## src/rtl/btn_event_ctrl.sv

```systemverilog
`default_nettype none
// ============================================================================
//  Module      : btn_event_ctrl
//  Description : Shared debouncer sample tick, per-button SHORT/LONG/REPEAT
//                classification, fixed-priority arbitration into a small
//                event FIFO drained through a valid/ready handshake.
//  Revision    : 1.0  initial release
// ============================================================================
module btn_event_ctrl #(
    parameter int NUM_BTN    = 4,
    parameter int CLK_HZ     = 100_000_000,
    parameter int TICK_HZ    = 1_000,
    parameter int LONG_TK    = 1000,
    parameter int REP_TK     = 200,
    parameter int FIFO_DEPTH = 4
) (
    input  logic                       clk,
    input  logic                       reset,
    output logic                       o_tick,
    input  logic [NUM_BTN-1:0]         i_btn_level,
    output logic                       o_evt_valid,
    output logic [$clog2(NUM_BTN)-1:0] o_evt_btn,
    output logic [1:0]                 o_evt_type,
    input  logic                       i_evt_ready,
    output logic                       o_overflow,
    input  logic                       i_clr_ovf
);

    localparam int c_DIV     = CLK_HZ / TICK_HZ;
    localparam int c_TW      = (c_DIV > 1) ? $clog2(c_DIV) : 1;
    // Hold counter must reach whichever of the two thresholds is larger
    localparam int c_CNT_MAX = (LONG_TK > REP_TK) ? LONG_TK : REP_TK;
    localparam int c_CW      = $clog2(c_CNT_MAX + 1);
    localparam int c_BW      = $clog2(NUM_BTN);
    localparam int c_AW      = $clog2(FIFO_DEPTH);
    localparam int c_PW      = c_AW + 1;
    localparam int c_EW      = c_BW + 2;

    localparam logic [1:0] c_EVT_SHORT  = 2'b00;
    localparam logic [1:0] c_EVT_LONG   = 2'b01;
    localparam logic [1:0] c_EVT_REPEAT = 2'b10;

    typedef enum logic [1:0] {
        S_IDLE  = 2'd0,
        S_PRESS = 2'd1,
        S_HELD  = 2'd2
    } state_t;

    // ------------------------------------------------------------------
    // Sample tick
    // ------------------------------------------------------------------
    logic [c_TW-1:0] r_tick_cnt;
    logic            w_tick;

    assign w_tick = (r_tick_cnt == c_TW'(c_DIV - 1));
    assign o_tick = w_tick;

    // Free-running divider, wraps to 0 on the tick cycle
    always_ff @(posedge clk or negedge reset) begin
        if (!reset) begin
            r_tick_cnt <= '0;
        end else if (w_tick) begin
            r_tick_cnt <= '0;
        end else begin
            r_tick_cnt <= r_tick_cnt + 1'b1;
        end
    end

    // ------------------------------------------------------------------
    // Per-button classification FSMs
    // ------------------------------------------------------------------
    state_t             r_state      [NUM_BTN];
    state_t             w_state_nxt  [NUM_BTN];
    logic [c_CW-1:0]    r_cnt        [NUM_BTN];
    logic [c_CW-1:0]    w_cnt_nxt    [NUM_BTN];
    logic [1:0]         w_raise_type [NUM_BTN];
    logic [1:0]         r_raise_type [NUM_BTN];
    logic [NUM_BTN-1:0] w_raise;
    logic [NUM_BTN-1:0] r_raise;
    logic [NUM_BTN-1:0] r_armed;

    // Next state, hold count and raised event; release beats a same-cycle tick
    always_comb begin
        for (int i = 0; i < NUM_BTN; i++) begin
            w_state_nxt[i]  = r_state[i];
            w_cnt_nxt[i]    = r_cnt[i];
            w_raise[i]      = 1'b0;
            w_raise_type[i] = c_EVT_SHORT;
            case (r_state[i])
                S_IDLE: begin
                    if (r_armed[i] && i_btn_level[i]) begin
                        w_state_nxt[i] = S_PRESS;
                        w_cnt_nxt[i]   = '0;
                    end
                end
                S_PRESS: begin
                    if (!i_btn_level[i]) begin
                        w_state_nxt[i]  = S_IDLE;
                        w_raise[i]      = 1'b1;
                        w_raise_type[i] = c_EVT_SHORT;
                    end else if (w_tick) begin
                        if (r_cnt[i] == c_CW'(LONG_TK - 1)) begin
                            w_state_nxt[i]  = S_HELD;
                            w_cnt_nxt[i]    = '0;
                            w_raise[i]      = 1'b1;
                            w_raise_type[i] = c_EVT_LONG;
                        end else begin
                            w_cnt_nxt[i] = r_cnt[i] + 1'b1;
                        end
                    end
                end
                S_HELD: begin
                    if (!i_btn_level[i]) begin
                        w_state_nxt[i] = S_IDLE;
                    end else if (w_tick) begin
                        if (r_cnt[i] == c_CW'(REP_TK - 1)) begin
                            w_cnt_nxt[i]    = '0;
                            w_raise[i]      = 1'b1;
                            w_raise_type[i] = c_EVT_REPEAT;
                        end else begin
                            w_cnt_nxt[i] = r_cnt[i] + 1'b1;
                        end
                    end
                end
                default: begin
                    w_state_nxt[i] = S_IDLE;
                    w_cnt_nxt[i]   = '0;
                end
            endcase
        end
    end

    // State registers; a button arms once it has been seen released
    always_ff @(posedge clk or negedge reset) begin
        if (!reset) begin
            for (int i = 0; i < NUM_BTN; i++) begin
                r_state[i]      <= S_IDLE;
                r_cnt[i]        <= '0;
                r_raise_type[i] <= c_EVT_SHORT;
            end
            r_raise <= '0;
            r_armed <= '0;
        end else begin
            for (int i = 0; i < NUM_BTN; i++) begin
                r_state[i]      <= w_state_nxt[i];
                r_cnt[i]        <= w_cnt_nxt[i];
                r_raise_type[i] <= w_raise_type[i];
            end
            r_raise <= w_raise;
            r_armed <= r_armed | ~i_btn_level;
        end
    end

    // ------------------------------------------------------------------
    // Pending registers, arbiter and event FIFO
    // ------------------------------------------------------------------
    logic [NUM_BTN-1:0] r_pend_v;
    logic [1:0]         r_pend_type [NUM_BTN];
    logic [NUM_BTN-1:0] w_grant;
    logic [c_BW-1:0]    w_grant_idx;
    logic               w_push;
    logic               w_pop;
    logic               w_can_push;
    logic               w_full;
    logic               w_empty;
    logic               w_ovf_set;
    logic               r_overflow;
    logic [c_EW-1:0]    r_mem [FIFO_DEPTH];
    logic [c_PW-1:0]    r_wr_ptr;
    logic [c_PW-1:0]    r_rd_ptr;

    assign w_empty    = (r_wr_ptr == r_rd_ptr);
    assign w_full     = (r_wr_ptr[c_PW-1] != r_rd_ptr[c_PW-1]) &&
                        (r_wr_ptr[c_AW-1:0] == r_rd_ptr[c_AW-1:0]);
    assign w_pop      = !w_empty && i_evt_ready;
    assign w_can_push = !w_full || w_pop;
    // A pending event is lost only if it is not leaving this cycle
    assign w_ovf_set  = |(r_raise & r_pend_v & ~w_grant);

    // Lowest-index pending wins whenever the FIFO can take an entry
    always_comb begin
        w_grant_idx = '0;
        w_push      = 1'b0;
        w_grant     = '0;
        for (int i = NUM_BTN - 1; i >= 0; i--) begin
            if (r_pend_v[i]) begin
                w_grant_idx = c_BW'(i);
                w_push      = w_can_push;
            end
        end
        if (w_push) begin
            w_grant[w_grant_idx] = 1'b1;
        end
    end

    // Pending slots: a new raise overwrites, a grant clears
    always_ff @(posedge clk or negedge reset) begin
        if (!reset) begin
            r_pend_v <= '0;
            for (int i = 0; i < NUM_BTN; i++) begin
                r_pend_type[i] <= c_EVT_SHORT;
            end
        end else begin
            for (int i = 0; i < NUM_BTN; i++) begin
                if (r_raise[i]) begin
                    r_pend_v[i]    <= 1'b1;
                    r_pend_type[i] <= r_raise_type[i];
                end else if (w_grant[i]) begin
                    r_pend_v[i] <= 1'b0;
                end
            end
        end
    end

    // Sticky overflow flag; setting wins over a same-cycle clear
    always_ff @(posedge clk or negedge reset) begin
        if (!reset) begin
            r_overflow <= 1'b0;
        end else if (w_ovf_set) begin
            r_overflow <= 1'b1;
        end else if (i_clr_ovf) begin
            r_overflow <= 1'b0;
        end
    end

    // Event FIFO storage and wrapping pointers
    always_ff @(posedge clk or negedge reset) begin
        if (!reset) begin
            for (int i = 0; i < FIFO_DEPTH; i++) begin
                r_mem[i] <= '0;
            end
            r_wr_ptr <= '0;
            r_rd_ptr <= '0;
        end else begin
            if (w_push) begin
                r_mem[r_wr_ptr[c_AW-1:0]] <= {w_grant_idx, r_pend_type[w_grant_idx]};
                r_wr_ptr                  <= r_wr_ptr + 1'b1;
            end
            if (w_pop) begin
                r_rd_ptr <= r_rd_ptr + 1'b1;
            end
        end
    end

    assign o_evt_valid            = !w_empty;
    assign {o_evt_btn, o_evt_type} = r_mem[r_rd_ptr[c_AW-1:0]];
    assign o_overflow             = r_overflow;

endmodule
`default_nettype wire

```

## config.mk

```make
export PLATFORM = sky130hd
export DESIGN_NAME = btn_event_ctrl
export DESIGN_NICKNAME = d
export VERILOG_FILES = /design/src/rtl/btn_event_ctrl.sv
export SDC_FILE = /design/constraint.sdc
export NUM_CORES = 1
export LEC_CHECK = 0
export BUFFER_PORTS_ARGS = -buffer_cell sky130_fd_sc_hd__buf_2
export CORE_ASPECT_RATIO = 0.7
export CORE_UTILIZATION = 63
export DETAILED_ROUTE_END_ITERATION = 8
export PLACE_DENSITY = 0.83
export SYNTH_ARGS = -nofsm -noshare
export SYNTH_HDL_FRONTEND = slang
export SYNTH_SLANG_ARGS = --single-unit
```

## constraint.sdc

```tcl
create_clock -name clk -period 2.7 [get_ports clk]
set_clock_uncertainty 0.1 [all_clocks]
set_input_delay 0.135 -clock clk [delete_from_list [all_inputs] [get_ports clk]]
set_output_delay 0.135 -clock clk [all_outputs]
set_load 0.02 [all_outputs]
```

==> impl_metrics.py <==
metrics = {
    "run_status": {
        "status": "completed",
    },
    "sta": {
        "slew_headroom_pct": 47.2,
        "finalMaxSlewViolations": 0,
        "setup_viol": 0,
        "tightest_slew_ps": 791,
        "fmax_ghz": 0.385,
        "finalHoldViolCount": 0,
        "period_needed_ps": 2600,
        "period_share_pct": 96.3,
        "rsz0062_at_grt": "no",
        "tns_ps": 0,
    },
    "place": {
        "gp_congestion": 0.823,
        "place.detailed.hpwl_um": 8400,
        "io_buffers": 14,
    },
    "pwr": {
        "p_int_w": 0.00414,
        "leakagePower_nw": 3.14,
        "p_total_w": 0.00637,
        "p_seq_share_pct": 37.3,
        "p_sw_w": 0.00223,
        "power_density_nw_per_um2": 922,
        "combPwrFrac_pct": 29.6,
        "irDropWorstVdd_v": 0.000559,
        "swShare_pct": 35.0,
        "pwr-share-clk_pct": 33.1,
    },
    "routing": {
        "wl_per_cell_um": 17.0,
        "ant_nets": 0,
        "via_count": 4703,
        "routed_wirelength_um": 12900,
        "drt_iter0_drc": 373,
        "viasPerCell": 6.21,
        "drc": 0,
        "drt_pass1_iterations": 5,
    },
    "logic_synthesis": {
        "synthDistinctLibCells": 65,
        "synthTopCellsByCount": "116 x dfrtp_1, 56 x nand2_1, 45 x nor2_1, 32 x nand3_1, 27 x inv_1",
        "ys_seq_area_share_pct": 48.4,
        "syn_avg_cell_area_um2": 10.3,
        "synth-edff-count": 0,
        "synth_top_area_share_pct": 48.4,
        "synth_seq_cells": 116,
        "synth_area_um2": 6000,
        "synthTopCellsByArea": "dfrtp_1 48%, mux2_2 4.9%, ha_1 4.6%",
        "synth_top_area_cell": "dfrtp_1",
        "synth_warnings": 0,
        "async_flop_share_pct": 100,
        "syn_nets": 610,
        "synth.most_common_cell": "dfrtp_1",
        "synthFlopType": "dfrtp_1",
        "syn-instance-count": 580,
    },
    "run": {
        "max_cap_viol_count": 0,
    },
    "setup_path": {
        "path_class": "flop to flop",
        "r2r_cells": 6,
        "crit_chain": "or4_1 -> or4_4 -> clkinv_4 -> o211ai_4 -> nor2b_1 -> a22o_1",
        "slowest_delay_ps": 540,
        "crit_path_max_fanout": 12,
        "startpoint_type": "flop",
        "crit_slowest_cell": "or4_1",
        "cp-end-kind": "flop",
        "crit_required_ps": 2950,
        "critPathArrivalTime_ps": 2850,
    },
    "final_layout": {
        "syn_to_final_growth_pct": 15.1,
        "final_nets": 650,
        "n_fill_cell": 590,
        "num_antenna_cells": 0,
        "drive_gt1_share_pct": 16.3,
    },
    "global_route": {
        "grt.total_usage_pct": 27.8,
        "grt_max_degree": 52,
        "antenna_found_initial": 0,
        "grt_pass1_wl_um": 21600,
        "grt-ovfl-total": 0,
        "grt_pass1_vias": 4513,
    },
    "min_path": {
        "hp-class": "input port to async pin",
    },
    "floorplan": {
        "core_area_um2": 9140,
        "die-area_um2": 9930,
        "die_w_um": 119,
        "row_count": 29,
        "die-height_um": 83.7,
        "start_util_pct": 65.6,
        "pin_count": 15,
    },
    "clock_tree": {
        "htree_levels": 4,
        "root_buffer": "clkbuf_16",
        "path_clk_slew_ps": 60,
        "clkLatencyLatePin_ps": 420,
        "clock_tree.buffer_depth": 2,
        "cts_tree": "yes",
        "cts.sinks": 116,
        "cts_made_buffers": 17,
    },
}
==> metal layers <==
metal  routed length (um)  GRT usage, %  up-vias
met5                    0             0        -
met4                  230          10.5        0
met3                  593          7.58       22
met2                 6130          43.9      147
met1                 5920          37.0     2332
li1                     -             -     2202
==> cells by family (layout without fill, tap and decap cells) <==
family	count (synthesis)	in the layout	synth area share, %
AO/OA/AOI/OAI	133	133	16.4
flip-flops	116	116	48.4
XOR/XNOR	19	19	2.77
multiplexers	31	31	6.55
AND/OR/NAND/NOR	220	220	18.5
adder cells (fa/ha/maj)	22	22	4.59
buffers and inverters	39	92	2.88
==> power by group through the flow <==
| stage | sequential (W) | combinational (W) | clock, W |
|---|---|---|---|
| 2_1_floorplan | 0.00226 | 0.00150 | 0 |
| 3_3_place_gp | 0.00236 | 0.00170 | 0 |
| 3_5_place_dp | 0.00238 | 0.00181 | 0 |
| 4_1_cts | 0.00237 | 0.00186 | 0.00213 |
| 5_1_grt | 0.00242 | 0.00206 | 0.00222 |
| 6_report | 0.00238 | 0.00189 | 0.00211 |
==> flip-flops by register name (all words and copies together), names as in the netlist, 8 cells and up <==
register,flops
r_pend_type,8
r_raise_type,8
r_tick_cnt,17
r_cnt,40
r_mem,16
r_state,8
==> layout by cell type, fill, tap and decap left out, types with 10 or more instances in the layout <==
cell and n:
dfrtp_1 116, nand2_1 56, nor2_1 45, nand3_1 32
inv_1 27, mux2_2 26, a21oi_1 23, a22o_1 22
ha_1 22, nor3_1 21, o21ai_0 17, clkbuf_16 17
a21o_1 15, buf_2 13, xnor2_1 12, buf_4 10
==> worst max-delay path: cells and delay by family (launching register included) <==
family          cells  cell delay (ps)
buf+inv             1              140
compound gates      2              400
flops               1              410
simple gates        3             1480
==> path summary, 6_finish.rpt <==
path / start / slack, ps / endpoint
min in group clk: r_armed[3] / 370 / r_armed[3]
max in group asynchronous: reset / 1620 / r_cnt[17]
hold / removal: reset / 170 / r_cnt[3]
hold reg to reg: r_armed[3] / 370 / r_armed[3]
setup reg to reg: r_tick_cnt[5] / 100 / r_cnt[9]
setup / recovery: r_tick_cnt[5] / 100 / r_cnt[9]
==> cell type report <==
| cell class | instances | area, um^2 | share of cell area, % |
|---|---|---|---|
| multi-input combinational | 425 | 2940 | 42.5 |
| sequential | 116 | 2900 | 42.0 |
| clock buffer | 20 | 457 | 6.61 |
| timing repair buffer | 32 | 241 | 3.49 |
| tap | 124 | 155 | 2.25 |
| inverter | 28 | 110 | 1.59 |
| clock inverter | 12 | 105 | 1.52 |
==> through the flow <==
| stage | util [%] | hold WS, ps | cell area, um^2 | worst slack (ps) | instances |
|---|---|---|---|---|---|
| after floorplan | - | -261 | 6000 | 218 | 580 |
| after global placement | 68.3 | 91.5 | 6250 | 97.8 | 716 |
| after detailed placement | 68.3 | 94.1 | 6250 | 1.05 | 716 |
| after CTS | 75.3 | 202 | 6890 | 4.64 | 755 |
| after global routing | 75.6 | 214 | 6910 | 14.6 | 757 |
| final | 75.6 | 171 | 6910 | 99.3 | 757 |
==> what timing repair did <==
item / CTS / global route
gates resized for setup: 1 / 2
endpoints found under the hold margin: 65 / 0
setup buffers: 0 / 2
hold buffers: 7 / 0
endpoints found under the setup margin: 3 / 29
No activity file was read; power rests on OpenSTA's default activity.
